<file path="src/rtl/fifo_param.sv">
// Parametrised synchronous FIFO with show-ahead read, watermarks, sticky errors and flush.
// Define FIFO_PEAK_EN to build the high-water-mark register; otherwise peak is tied to 0.
module fifo_param #(
    parameter int DATA_W = 8,
    parameter int ADDR_W = 4,
    parameter int AF_LVL = 12,
    parameter int AE_LVL = 2
) (
    input  logic              clk,
    input  logic              rst,
    input  logic              push,
    input  logic [DATA_W-1:0] push_data,
    input  logic              pop,
    output logic [DATA_W-1:0] pop_data,
    input  logic              flush,
    input  logic              clr_err,
    output logic              full,
    output logic              empty,
    output logic              almost_full,
    output logic              almost_empty,
    output logic [ADDR_W:0]   count,
    output logic              overflow,
    output logic              underflow,
    output logic [ADDR_W:0]   peak
);

    localparam int DEPTH = 1 << ADDR_W;
    localparam logic [ADDR_W:0] DEPTH_V = (ADDR_W+1)'(DEPTH);
    localparam logic [ADDR_W:0] AF_V    = (ADDR_W+1)'(AF_LVL);
    localparam logic [ADDR_W:0] AE_V    = (ADDR_W+1)'(AE_LVL);

    logic [DATA_W-1:0] mem [DEPTH];
    logic [ADDR_W-1:0] w_ptr;
    logic [ADDR_W-1:0] r_ptr;
    logic [ADDR_W:0]   count_next;
    logic              push_ok;
    logic              pop_ok;
    logic              ov_set;
    logic              un_set;

    always_comb begin
        push_ok    = 1'b0;
        pop_ok     = 1'b0;
        ov_set     = 1'b0;
        un_set     = 1'b0;
        count_next = '0;
        if (!flush) begin
            push_ok    = push & (~full | pop);
            pop_ok     = pop & ~empty;
            ov_set     = push & full & ~pop;
            un_set     = pop & empty;
            count_next = count + {{ADDR_W{1'b0}}, push_ok} - {{ADDR_W{1'b0}}, pop_ok};
        end
    end

    // When full, w_ptr == r_ptr, so a simultaneous push lands in the slot being popped.
    always_ff @(posedge clk) begin
        if (push_ok && !rst)
            mem[w_ptr] <= push_data;
    end

    assign pop_data = mem[r_ptr];

    always_ff @(posedge clk or posedge rst) begin
        if (rst) begin
            w_ptr        <= '0;
            r_ptr        <= '0;
            count        <= '0;
            full         <= 1'b0;
            empty        <= 1'b1;
            almost_full  <= 1'b0;
            almost_empty <= 1'b1;
            overflow     <= 1'b0;
            underflow    <= 1'b0;
        end else begin
            if (flush) begin
                w_ptr <= '0;
                r_ptr <= '0;
            end else begin
                if (push_ok) w_ptr <= w_ptr + 1'b1;
                if (pop_ok)  r_ptr <= r_ptr + 1'b1;
            end
            count        <= count_next;
            full         <= (count_next == DEPTH_V);
            empty        <= (count_next == '0);
            almost_full  <= (count_next >= AF_V);
            almost_empty <= (count_next <= AE_V);
            overflow     <= ov_set | (overflow & ~clr_err);
            underflow    <= un_set | (underflow & ~clr_err);
        end
    end

`ifdef FIFO_PEAK_EN
    logic [ADDR_W:0] peak_q;

    always_ff @(posedge clk or posedge rst) begin
        if (rst)
            peak_q <= '0;
        else if (clr_err || (count_next > peak_q))
            peak_q <= count_next;
    end

    assign peak = peak_q;
`else
    assign peak = '0;
`endif

endmodule

</file>
<file path="config.mk">
export PLATFORM = sky130hd
export DESIGN_NAME = fifo_param
export DESIGN_NICKNAME = d
export VERILOG_FILES = /design/src/rtl/fifo_param.sv
export SDC_FILE = /design/constraint.sdc
export NUM_CORES = 1
export LEC_CHECK = 0
export CAP_MARGIN = 20
export CORE_ASPECT_RATIO = 0.7
export CORE_MARGIN = 2
export CORE_UTILIZATION = 59
export DETAILED_ROUTE_END_ITERATION = 7
export GPL_TIMING_DRIVEN = 0
export PLACE_DENSITY = 0.79
export RECOVER_POWER = 25
export REMOVE_ABC_BUFFERS = 1
export SLEW_MARGIN = 10
export SYNTH_ARGS = -nofsm -noshare
export SYNTH_HDL_FRONTEND = slang
export SYNTH_SLANG_ARGS = --single-unit
</file>
<file path="constraint.sdc">
create_clock -name clk -period 3.34 [get_ports clk]
set_input_delay 0.668 -clock clk [delete_from_list [all_inputs] [get_ports clk]]
set_output_delay 0.668 -clock clk [all_outputs]
set_load 0.02 [all_outputs]
</file>
==> summary.md <==
| Metric | Value |
|---|---|
| R2R Setup Slk | `570 ps` |
| Status | `finished, final reports clean` |
| Share of cells above drive strength 1 | `19.5%` |
| Die height | `88.9 um` |
| Layout Nets | `376` |
| Pre-CTS WS | `-469 ps` |
| Ports | `38` |
| Clk root buf | `clkbuf_16` |
| Slowest CP cell | `clkdlybuf4s50_1` |
| HP Start | `overflow` |
| Power Density | `670 nW/um^2` |
| Post-detailed-placement half-perimeter wirelength | `6870 um` |
| Clk sinks | `147` |
| Synth unique cells | `34` |
| Critical path cell sequence | `clkdlybuf4s50_1, nand2b_1, nand2_1, ha_1, inv_1, ha_1, inv_1, fa_1, nand2b_1, a21oi_1, xnor2_1, nor4b_1` |
| Drt drc | `0` |
| Final Util | `71.7%` |
| Clock Skew | `18.9 ps` |
| RSZ-0062 raised after global routing | `true` |
| Per-cell routed wire length | `23.2 um` |
| Startpoint types | `input port` |
| Max H-tree Level | `4` |
| Number of diodes | `0` |
| GPL Wtd Cong | `0.726` |
| RR Startpoint | `full` |
| Worst setup margin | `149 ps` |
| Reg clk slew, reported paths | `60 ps` |
| CTS max path bufs | `2` |
| Seq/Total Area, Yosys | `71.1%` |
| Slew at the pin closest to its max-slew limit | `1060 ps` |
| Hold EP | `overflow` |
| Cell family contributing the most delay on the critical path | `simple AND/OR/NAND/NOR gates` |
| Largest cells by area after synthesis | `edfxtp_1 (63%), mux4_1 (8.2%), mux4_2 (7.8%), dfrtp_1 (7.0%), ha_1 (2.1%)` |
| Via count | `2913` |
| Antenna violations before repair | `0` |
| Die width | `125 um` |
| Die area | `11100 sq um` |
| Max Cap Viol | `0` |
| Worst skew pair latency | `420 ps` |
| Max-slew violations | `0` |
| Ys async rst share | `12.9%` |
| Fin crit period | `3190 ps` |
| Worst R2R End | `full` |
| Hold path cells | `2` |
| Commonest non-fill, non-tap cell in the layout | `edfxtp_1` |
| Final Cycle Share | `95.5%` |
| Leading area contributor after synthesis | `edfxtp_1` |
| Max Fanout on Critical Path | `6` |
| Worst vdd ir | `0.347 mV` |
| FP Rows | `30` |
| Commonest register cell after synthesis | `edfxtp_1` |
| Flops & latches, synth | `147` |
| Worst Path Buf+Inv | `3` |
| Hold Fails Final Rpt | `0` |
| Vias/cell | `5.92` |
| PortBufs | `32` |
| Final setup TNS | `0 ps` |
| Hold Path Class | `flop to flop` |
| Final setup vio count | `0` |
| P_leak | `2.41 nW` |
| Pin count of the biggest net entering global routing | `36` |
| Drt pass-1 iters | `5` |
| Vias in the first global route | `2970` |
| FMAX | `313 MHz` |
| All-Layer GR Usage | `22.7%` |
| First-pass GRT wire length | `17400 um` |
| Worst EP arrival | `3480 ps` |
| CTS Buf Count | `17` |
| Mapped Cells | `309` |
| Critical Path RT | `3630 ps` |
| Commonest non-fill, non-tap cells in the layout | `edfxtp_1 (128), mux4_2 (21), mux4_1 (19), clkdlybuf4s50_1 (18)` |
| Worst R2R Path Depth | `11` |
| Synth warn | `0` |
| CP endpoint kind | `flop` |
| Initial drt markers | `192` |
| WL final | `11400 um` |
| CTS tree | `done` |
| Max-Slew Margin vs Limit | `29.0%` |
| Core box area | `9870 sq um` |
| Syn-to-layout area delta | `16.5%` |
| Initial Util | `61.6%` |
| Post-route ant nets | `0` |
| Worst stage delay on the critical path | `490 ps` |
| EDFF count, synth | `128` |
| Synth top area share | `63.2%` |
| Post-Syn Area | `6080 sq um` |
| Worst Setup Path Type | `input port to flop` |
| Grt total ovfl | `0` |
| Avg Cell Area, Syn | `19.7 sq um` |
-- flip-flops by register name (all words and copies together) (netlist names) --
| name | flops |
|---|---|
| w_ptr | 4 |
| overflow | 1 |
| underflow | 1 |
| r_ptr | 4 |
| empty | 1 |
| mem | 128 |
| full | 1 |
| count | 5 |
| almost_empty | 1 |
| almost_full | 1 |
-- cells in the mapped netlist (all sizes together) (3+ instances only) --
library cell,count
a21oi,5
buf,17
clkbuf,3
dfrtp,17
edfxtp,128
ha,10
inv,13
mux4,40
nand2,10
nand2b,5
nand3,4
nor2,25
nor2b,3
nor3,4
xnor2,4
xor2,5
-- metal layers --
metal	GRT usage (%)	vias up	wire, um
li1	-	1307	-
met1	30.6	1485	4860
met2	35.4	113	5570
met3	6.76	8	891
met4	10.2	0	112
met5	0	-	0
-- cells by family after synthesis --
family / after synthesis / share of synthesized area, %
mux: 41 / 16.2
compound gates: 9 / 0.988
fa+ha+maj: 11 / 2.39
flops: 147 / 71.1
buf+inv: 33 / 3.58
other cells: 1 / 0.0617
xor+xnor: 9 / 1.30
simple gates: 58 / 4.45
-- timing repair --
item                       4_1_cts  5_1_grt
gates resized for setup         12        7
hold buffers                     0        0
setup endpoints to repair       24       73
setup buffers                    1        0
-- tightest hold or removal path: stages, from the launching register on --
cell and delay (ps):
dfrtp_1 370, inv_1 50, o32ai_1 60
-- per-stage QoR --
step           cells  area, sq um  hold WS [ps]  power [mW]
2_1_floorplan    293         5930           545        2.71
3_3_place_gp     453         6410           508        2.98
3_5_place_dp     458         6480           524        3.02
4_1_cts          491         7050           534        4.78
5_1_grt          492         7080           553        4.92
6_report         492         7080           533        4.75
-- final cells by class --
class	instances	area, sq um
inverters	13	48.8
well taps	128	160
clock inverters	14	120
repair buffers	39	392
fillers	598	2790
flip-flops and latches	147	4330
clock buffers	18	429
multi-input cells	133	1600
-- where the power goes --
part / leakage [nW] / internal (mW) / switching (mW)
registers: 1.40 / 2.07 / 0.0550
clock network: 0.261 / 1.08 / 0.684
logic: 0.756 / 0.411 / 0.449
-- worst max path at each step --
| stage | endpoint | from | slack [ps] | cells after the start |
|---|---|---|---|---|
| after CTS | mem[4][7] | flush | 5 | 4 |
| after global placement | pop_data[5] | r_ptr[0] | -860 | 3 |
| after global routing | full | pop | -90 | 12 |
| after floorplan | pop_data[2] | r_ptr[0] | 220 | 2 |
| final | full | pop | 150 | 12 |
| after detailed placement | mem[15][0] | flush | -470 | 4 |
(Power assumes the default switching activity.)
